File: config.mk
export PLATFORM = sky130hd
export DESIGN_NAME = ram_access_ctrl
export DESIGN_NICKNAME = d
export VERILOG_FILES = /design/src/rtl/ram_access_ctrl.sv
export SDC_FILE = /design/constraint.sdc
export NUM_CORES = 1
export LEC_CHECK = 0
export ABC_AREA = 0
export CORE_ASPECT_RATIO = 1.2
export CORE_MARGIN = 4
export CORE_UTILIZATION = 45
export CTS_CLUSTER_SIZE = 28
export DETAILED_ROUTE_END_ITERATION = 7
export GPL_ROUTABILITY_DRIVEN = 1
export PLACE_DENSITY = 0.84
export SYNTH_ARGS = -nofsm -noshare
export SYNTH_HDL_FRONTEND = slang
export SYNTH_SLANG_ARGS = --single-unit
export TNS_END_PERCENT = 30
File: constraint.sdc
create_clock -name clk -period 2.2 [get_ports clk]
set_clock_uncertainty 0.2 [all_clocks]
set_input_delay 0.22 -clock clk [delete_from_list [all_inputs] [get_ports clk]]
set_output_delay 0.22 -clock clk [all_outputs]
set_load 0.05 [all_outputs]
File: src/rtl/ram_access_ctrl.sv
// ram_access_ctrl: turns CPU byte/half/word load-store requests into cycles on a
// word-wide synchronous RAM. Sub-word stores read the word, merge the new lane(s)
// and write it back; loads pick the addressed lane and sign/zero-extend it.
module ram_access_ctrl #(
    parameter int ADDR_W = 5
) (
    input  logic              clk,
    input  logic              rst_n,
    input  logic              req,
    input  logic              we,
    input  logic [1:0]        size,
    input  logic              sign_ext,
    input  logic [31:0]       addr,
    input  logic [31:0]       wdata,
    output logic              busy,
    output logic              done,
    output logic [31:0]       rdata,
    output logic              err,
    output logic              ram_ena,
    output logic              ram_wena,
    output logic [ADDR_W-1:0] ram_addr,
    output logic [31:0]       ram_wdata,
    input  logic [31:0]       ram_rdata
);

    typedef enum logic [2:0] {
        IDLE     = 3'd0,
        RD_ISSUE = 3'd1,
        RD_CAPT  = 3'd2,
        WR       = 3'd3,
        DONE     = 3'd4
    } state_t;

    localparam logic [1:0] SZ_BYTE = 2'b00;
    localparam logic [1:0] SZ_HALF = 2'b01;
    localparam logic [1:0] SZ_WORD = 2'b10;

    state_t              state;
    state_t              state_nxt;

    logic                we_q;
    logic [1:0]          size_q;
    logic                sign_ext_q;
    logic [ADDR_W+1:0]   addr_q;
    logic [31:0]         wdata_q;
    logic [31:0]         word_q;
    logic                err_q;

    logic                accept;
    logic                illegal;
    logic [31:0]         merged;
    logic [31:0]         load_val;
    logic [7:0]          load_byte;
    logic [15:0]         load_half;

    // Address bits above the RAM word index are dropped, so accesses wrap.
    logic                unused_addr_hi;
    assign unused_addr_hi = ^addr[31:ADDR_W+2];

    assign accept  = (state == IDLE) && req;
    assign illegal = (size == 2'b11)
                   || ((size == SZ_HALF) && addr[0])
                   || ((size == SZ_WORD) && (addr[1:0] != 2'b00));

    // Request capture: operands are latched once at accept and held for the whole operation.
    always_ff @(posedge clk or negedge rst_n) begin
        if (!rst_n) begin
            we_q       <= 1'b0;
            size_q     <= 2'b00;
            sign_ext_q <= 1'b0;
            addr_q     <= '0;
            wdata_q    <= 32'd0;
            err_q      <= 1'b0;
        end else if (accept) begin
            we_q       <= we;
            size_q     <= size;
            sign_ext_q <= sign_ext;
            addr_q     <= addr[ADDR_W+1:0];
            wdata_q    <= wdata;
            err_q      <= illegal;
        end
    end

    // State register.
    always_ff @(posedge clk or negedge rst_n) begin
        if (!rst_n) begin
            state <= IDLE;
        end else begin
            state <= state_nxt;
        end
    end

    // Next-state logic: illegal requests skip straight to DONE without touching the RAM.
    always_comb begin
        state_nxt = state;
        case (state)
            IDLE: begin
                if (req) begin
                    if (illegal) begin
                        state_nxt = DONE;
                    end else if (we && (size == SZ_WORD)) begin
                        state_nxt = WR;
                    end else begin
                        state_nxt = RD_ISSUE;
                    end
                end
            end
            RD_ISSUE: state_nxt = RD_CAPT;
            RD_CAPT:  state_nxt = we_q ? WR : DONE;
            WR:       state_nxt = DONE;
            DONE:     state_nxt = IDLE;
            default:  state_nxt = IDLE;
        endcase
    end

    // Lane extraction straight from the RAM output so the result is ready at the RD_CAPT edge.
    always_comb begin
        load_byte = 8'd0;
        load_half = 16'd0;
        load_val  = ram_rdata;
        case (addr_q[1:0])
            2'd0:    load_byte = ram_rdata[7:0];
            2'd1:    load_byte = ram_rdata[15:8];
            2'd2:    load_byte = ram_rdata[23:16];
            default: load_byte = ram_rdata[31:24];
        endcase
        load_half = addr_q[1] ? ram_rdata[31:16] : ram_rdata[15:0];
        case (size_q)
            SZ_BYTE: load_val = {{24{sign_ext_q & load_byte[7]}}, load_byte};
            SZ_HALF: load_val = {{16{sign_ext_q & load_half[15]}}, load_half};
            default: load_val = ram_rdata;
        endcase
    end

    // Read capture: ram_rdata is only valid while ram_ena is high, so both the raw word and the load result are taken at the end of RD_CAPT.
    always_ff @(posedge clk or negedge rst_n) begin
        if (!rst_n) begin
            word_q <= 32'd0;
            rdata  <= 32'd0;
        end else if (state == RD_CAPT) begin
            word_q <= ram_rdata;
            if (!we_q) begin
                rdata <= load_val;
            end
        end
    end

    // Store merge: sub-word stores overwrite only the addressed lane(s) of the word just read.
    always_comb begin
        merged = word_q;
        case (size_q)
            SZ_BYTE: begin
                case (addr_q[1:0])
                    2'd0:    merged[7:0]   = wdata_q[7:0];
                    2'd1:    merged[15:8]  = wdata_q[7:0];
                    2'd2:    merged[23:16] = wdata_q[7:0];
                    default: merged[31:24] = wdata_q[7:0];
                endcase
            end
            SZ_HALF: begin
                if (addr_q[1]) begin
                    merged[31:16] = wdata_q[15:0];
                end else begin
                    merged[15:0]  = wdata_q[15:0];
                end
            end
            default: merged = wdata_q;
        endcase
    end

    // Output decode: everything the CPU and RAM see is a function of the current state.
    always_comb begin
        busy      = (state != IDLE);
        done      = (state == DONE);
        err       = (state == DONE) && err_q;
        ram_ena   = (state == RD_ISSUE) || (state == RD_CAPT) || (state == WR);
        ram_wena  = (state == WR);
        ram_wdata = (state == WR) ? merged : 32'd0;
        ram_addr  = addr_q[ADDR_W+1:2];
    end

endmodule
==> results of run 1 <==
==> Yosys cell counts (all sizes together) <==
cell / instances
and2: 4
a221o: 1
nand2: 17
mux2i: 28
nand3: 1
or3: 4
o21ai: 40
a311oi: 6
o31ai: 7
nor2: 21
buf: 34
a21o: 13
a211oi: 1
nor4b: 1
a2bb2oi: 1
nor3: 2
mux2: 71
o211ai: 16
dfrtp: 111
a22oi: 16
o211a: 14
a221oi: 9
a22o: 3
clkbuf: 17
inv: 7
o22ai: 15
nand2b: 4
nor2b: 18
or2: 1
or3b: 1
nand4: 1
a21oi: 48
and3: 2
==> kinds of logic (layout without fill, tap and decap cells) <==
| logic type | count (synthesis) | after routing |
|---|---|---|
| compound gates | 190 | 190 |
| buf+inv | 58 | 231 |
| mux | 99 | 99 |
| simple gates | 77 | 77 |
| flops | 111 | 111 |
==> per-stage QoR <==
stage,total power (W),TNS [ns],hold WS [ns]
global placement,0.0111,0,0.0390
global route,0.0145,-3.86,0.228
finish,0.0137,-1.01,0.200
floorplan,0.00883,-1.95,-0.276
CTS,0.0132,-0.817,0.205
detailed placement,0.0113,0,0.0411
==> critical path, stage by stage (launching register included) <==
cell and delay, ns:
dfrtp_2 0.48, buf_4 0.16, buf_4 0.16, nand2_8 0.12, mux2i_2 0.30, a21oi_2 0.12
buf_12 0.16
==> worst max path at each step <==
stage	startpoint	to	slack, ns	depth (start not counted)
3_3_place_gp	addr_q[0]	ram_wdata[23]	0.10	5
3_5_place_dp	addr_q[1]	rdata[1]	0.03	5
6_report	addr_q[1]	ram_wdata[23]	-0.07	6
4_1_cts	addr_q[1]	ram_wdata[13]	-0.07	6
2_1_floorplan	state[2]	ram_wdata[19]	-0.21	6
5_1_grt	addr_q[1]	ram_wdata[11]	-0.14	7
==> cells in the final DEF, fill, tap and decap left out, types with 3 or more instances in the layout <==
cell,instances
a311oi_1,6
nor2b_1,17
clkbuf_16,9
o21ai_0,4
nand2b_4,3
o211a_1,14
or3_1,4
o31ai_1,7
o211ai_1,16
dfrtp_2,4
o22ai_1,11
buf_6,13
mux2i_1,23
buf_12,32
dfrtp_1,107
nor2_2,5
a221oi_2,4
nor2_1,15
nand2_1,16
a221oi_1,4
a21oi_2,9
a21o_1,13
mux2_1,70
clkdlybuf4s50_1,113
a21oi_1,37
buf_4,48
a22oi_1,14
o21ai_2,13
a22o_1,3
clkinvlp_4,3
mux2i_2,4
inv_1,4
o22ai_2,4
o21ai_1,23
==> sequential cells by signal, summed over array words and instances, names as in the netlist <==
register / cells
rdata: 32
wdata_q: 32
word_q: 32
addr_q: 7
state: 3
size_q: 2
err_q: 1
sign_ext_q: 1
we_q: 1
==> power breakdown <==
| group | leakage (nW) | switching [W] | internal, W | total (W) |
|---|---|---|---|---|
| Clock | 0.124 | 0.000776 | 0.000783 | 0.00156 |
| Combinational | 2.26 | 0.00456 | 0.00348 | 0.00804 |
| Sequential | 1.30 | 0.00100 | 0.00311 | 0.00411 |
==> metal layers <==
metal / vias up / share of wire
li1: 2332 / -
met1: 2555 / 0.43
met2: 190 / 0.50
met3: 27 / 0.055
met4: 0 / 0.020
met5: - / 0
==> layout make-up <==
cell class / count / area [um^2] / area share
inverter: 7 / 28.8 / 0.00333
sequential: 111 / 2780 / 0.322
clock buffer: 11 / 233 / 0.0270
tap: 164 / 205 / 0.0238
multi-input combinational: 366 / 3040 / 0.352
timing repair buffer: 208 / 2300 / 0.267
clock inverter: 5 / 42.5 / 0.00493
==> what timing repair did <==
| item | in CTS | in global routing |
|---|---|---|
| pin swaps | 4 | 15 |
| endpoints found under the setup margin | 32 | 40 |
| resized for setup | 27 | 38 |
| cloned | 0 | 0 |
| setup buffers | 11 | 8 |
| hold endpoints to repair | 39 | 0 |
| hold buffers | 1 | 0 |
==> reports/summary.txt, run 1 <==
Status - finished with violations
Failing checks - setup timing
XOR/XNOR Fraction of Synth Area - 0
Rows - 45
Top cell type's share of synthesized area - 0.470
Max-slew violations - 0
R2R depth - 6
Wire per inst - 21.0 um
Maximum vdd drop - 0.974 mV
Fin nets - 806
Final worst slack - -0.0706 ns
First drt pass iteration count - 5
Post-Syn Area - 5920 um^2
Post-Syn Nets - 638
Compound-Gate Fraction of Synth Area - 0.223
Worst path required time - 1.78 ns
CTS H-tree lvls - 3
Post-route ant nets - 0
Grt met1 use - 0.326
Sink Count - 111
Final setup viols - 25
Sequential fraction of the synthesis area - 0.470
Root buffer selected by CTS - clkbuf_16
Max-slew headroom - 0.630
Pleak - 3.68 nW
Largest family of logic cells by synthesized area - compound AO/OA/AOI/OAI gates
Initial antenna violation count - 0
Pin count of the biggest net entering global routing - 47
Clock buffer depth - 2
Via count - 5104
Aggregate global routing overflow - 0
Period minus WS final - 2.27 ns
RSZ-0062 raised after global routing - true
Post-route cell area - 8630 um^2
Synth Area in Adders - 0
Fmax - 440 MHz
Syn Inst Count - 535
Die area - 15100 um^2
Clock Pin Slew Worst Setup and Hold Paths - 0.07 ns
Number of port buffers - 151
Crit Path Category - reg2out
Mux cell area share after synthesis - 0.183
Dpl ws - 0.0252 ns
Register bit total from synthesis - 111
Slew @ Worst Pin - 0.555 ns
GR peak layer - met2
Util after Layout - 0.676
Layout cells sized above 1 - 0.246
Die Wd - 113 um
Reg-to-reg endpoint - rdata[2]
Critical Path Start Type - flip-flop
Area Overhead vs Synth - 46.0%
Placer Congestion - 0.869
Tightest Hold Check Type - in2async
First DRT Iteration DRCs - 340
WP data arrival - 1.85 ns
Number of fill cells - 961
Fin crit share - 1.03
Ys Warns - 0
Placed Area - 7940 um^2
Worst reg2reg setup slack - 0.04 ns
Met2 GRT Util - 0.406
# DRC - 0
# IOs - 177
Critical Path Fanout Max - 8
Cells after DPL - 836
Worst r2r src - addr_q[1]
Total GRT Usage - 0.241
Leading area contributor after synthesis - dfrtp_1
Leading post-synthesis cells by cell area - dfrtp_1 (47%), mux2_1 (13%), mux2i_1 (4.7%)
Num CTS Buffers - 9
Grt met3 use - 0.0377
Final hold viol count - 0
First-pass GRT wire length - 29200 um
Pwr/cell area - 1590 nW/um^2
Syn_area_per_cell - 11.1 um^2
Non-filler cells, final - 872
Synth unique cells - 46
Diode count - 0
Worst Setup End Kind - primary output
Vias/cell - 5.85
Vias in the first global route - 5242
Die height - 134 um
Clock Latency Late Sink - 0.35 ns
CTS tree - yes
Hpwl dp - 13600 um
Initial Util - 0.463
Max-cap violations - 0
Core area - 12800 um^2
Routed WL - 18300 um
Simple logic cell fraction of the synthesized area - 0.0719
Power figures use the tool's default switching activity.
==> run 2, diff against run 1 <==
Settings changed: SKIP_CTS_REPAIR_TIMING from default to 1.
==> run 2 against run 1 <==
Compared with the run above: the run still ends with setup timing left; global-route usage fell by 0.41 points; count of clock-buffer cells in the layout did not move; critical path depth rose by 1; combinational power barely moved; register-to-register slack barely moved; via count fell by 0.49%; worst hold slack got worse by 0.0049 ns; fmax barely moved; sequential power barely moved; power rose by 0.27%; non-clock buffer count fell by 6; largest cell class unchanged.
==> reports/summary.txt, run 2 (same netlist as run 1, synthesis figures left out) <==
Status - finished with violations
Failing checks - setup timing
Critical Path Start Type - flip-flop
WP data arrival - 1.85 ns
Sw Ratio - 0.463
Non-filler cells, final - 866
Fin nets - 800
Combinational power share - 0.587
Initial antenna violation count - 0
Area Overhead vs Synth - 46.0%
Root buffer selected by CTS - clkbuf_16
Die area - 15100 um^2
Max-cap violations - 0
Clock share of power - 0.114
Tightest Hold Check Type - in2async
First-pass GRT wire length - 28600 um
Final hold viol count - 0
Via count - 5079
Rows - 45
CTS tree - yes
Number of port buffers - 151
Commonest non-fill, non-tap cell in the layout - clkdlybuf4s50_1
Max-slew violations - 0
Core area - 12800 um^2
Biggest regs - rdata x32, wdata_q x32, word_q x32
Routed WL - 18300 um
Sink Count - 111
Worst Setup End Kind - primary output
Pleak - 3.66 nW
Pin count of the biggest net entering global routing - 47
Hpwl dp - 13600 um
Fin crit share - 1.03
Slew @ Worst Pin - 0.561 ns
CP dominant cell by count - buf_6
Die Wd - 113 um
Aggregate global routing overflow - 0
Most frequent cells in the layout - clkdlybuf4s50_1 (113), dfrtp_1 (107), mux2_1 (70)
Placer Congestion - 0.869
Maximum vdd drop - 0.963 mV
RSZ-0062 raised after global routing - true
Final setup viols - 29
CP cell instances - buf_6 -> and2_4 -> buf_8 -> a21oi_1 -> o21ai_1 -> o211a_1 -> buf_6
Max stage delay on crit path - 0.46 ns
First drt pass iteration count - 6
CTS H-tree lvls - 3
Worst path required time - 1.78 ns
Critical Path Fanout Max - 7
Crit Path Category - reg2out
Fmax - 440 MHz
Die height - 134 um
Pwr/cell area - 1590 nW/um^2
Period minus WS final - 2.27 ns
Clock Latency Late Sink - 0.35 ns
Sequential power share - 0.300
P_int - 0.00738 W
Bufs and invs on worst path - 3
Final worst slack - -0.0709 ns
Layout cells sized above 1 - 0.254
Critical path's slowest cell - dfrtp_2
Sw power - 0.00637 W
Diode count - 0
Wire per inst - 21.1 um
First DRT Iteration DRCs - 347
Vias in the first global route - 5146
Cells after DPL - 836
Initial Util - 0.463
Max-slew headroom - 0.626
Post-route ant nets - 0
Vias/cell - 5.86
R2R depth - 6
Total GRT Usage - 0.237
Num CTS Buffers - 9
Clock Pin Slew Worst Setup and Hold Paths - 0.07 ns
Setup TNS - -1.10 ns
Number of fill cells - 965
Clock buffer depth - 2
CP delay by family, top - flip-flops
Crit path depth - 7
# DRC - 0
# IOs - 177
-- run 2: power by group through the flow --
stage	clock network (W)	registers [W]	logic, W
4_1_cts	0.00158	0.00404	0.00730
2_1_floorplan	0	0.00474	0.00409
6_report	0.00156	0.00412	0.00807
3_5_place_dp	0	0.00408	0.00726
3_3_place_gp	0	0.00402	0.00708
5_1_grt	0.00166	0.00424	0.00861
-- run 2: through the flow --
| stage | util | cell area, um^2 | worst slack [ns] | power [W] | hold slack [ns] |
|---|---|---|---|---|---|
| 2_1_floorplan | - | 5930 | -0.205 | 0.00883 | -0.276 |
| 3_3_place_gp | 0.621 | 7940 | 0.101 | 0.0111 | 0.0390 |
| 6_report | 0.676 | 8640 | -0.0709 | 0.0137 | 0.195 |
| 4_1_cts | 0.643 | 8220 | -0.302 | 0.0129 | -0.331 |
| 3_5_place_dp | 0.621 | 7940 | 0.0252 | 0.0113 | 0.0411 |
| 5_1_grt | 0.676 | 8640 | -0.138 | 0.0145 | 0.227 |
-- run 2: layout make-up --
| cell class | instances | area (um^2) | share of cell area |
|---|---|---|---|
| Tap cell | 164 | 205 | 0.0238 |
| Inverter | 7 | 36.3 | 0.00420 |
| Clock inverter | 5 | 42.5 | 0.00492 |
| Multi-Input combinational cell | 366 | 3060 | 0.354 |
| Clock buffer | 11 | 233 | 0.0269 |
| Timing Repair Buffer | 202 | 2280 | 0.264 |
| Sequential cell | 111 | 2780 | 0.322 |
-- run 2: per-layer routing --
metal	up-vias	wire length, um	GRT usage
li1	2312	-	-
met1	2546	7940	0.322
met2	192	8940	0.398
met3	29	990	0.0377
met4	0	419	0.0588
met5	-	0	0
-- run 2: worst reg2reg max path, cell delays in order, from the launching register on --
cell and delay [ns]:
dfrtp_2 0.46, buf_4 0.14, buf_4 0.15, nor2b_1 0.49, buf_4 0.27, a311oi_1 0.08, o31ai_1 0.28
-- run 2: path summary, 6_finish.rpt --
check	from	slack, ns	end
worst min register to register	wdata_q[16]	0.29	wdata_q[16]
worst min-delay path	rst_n	0.20	sign_ext_q
min in group clk	wdata[31]	0.21	wdata_q[31]
worst max-delay path	addr_q[1]	-0.07	ram_wdata[24]
worst max register to register	addr_q[1]	0.04	rdata[1]
max in group asynchronous	rst_n	0.84	rdata[17]
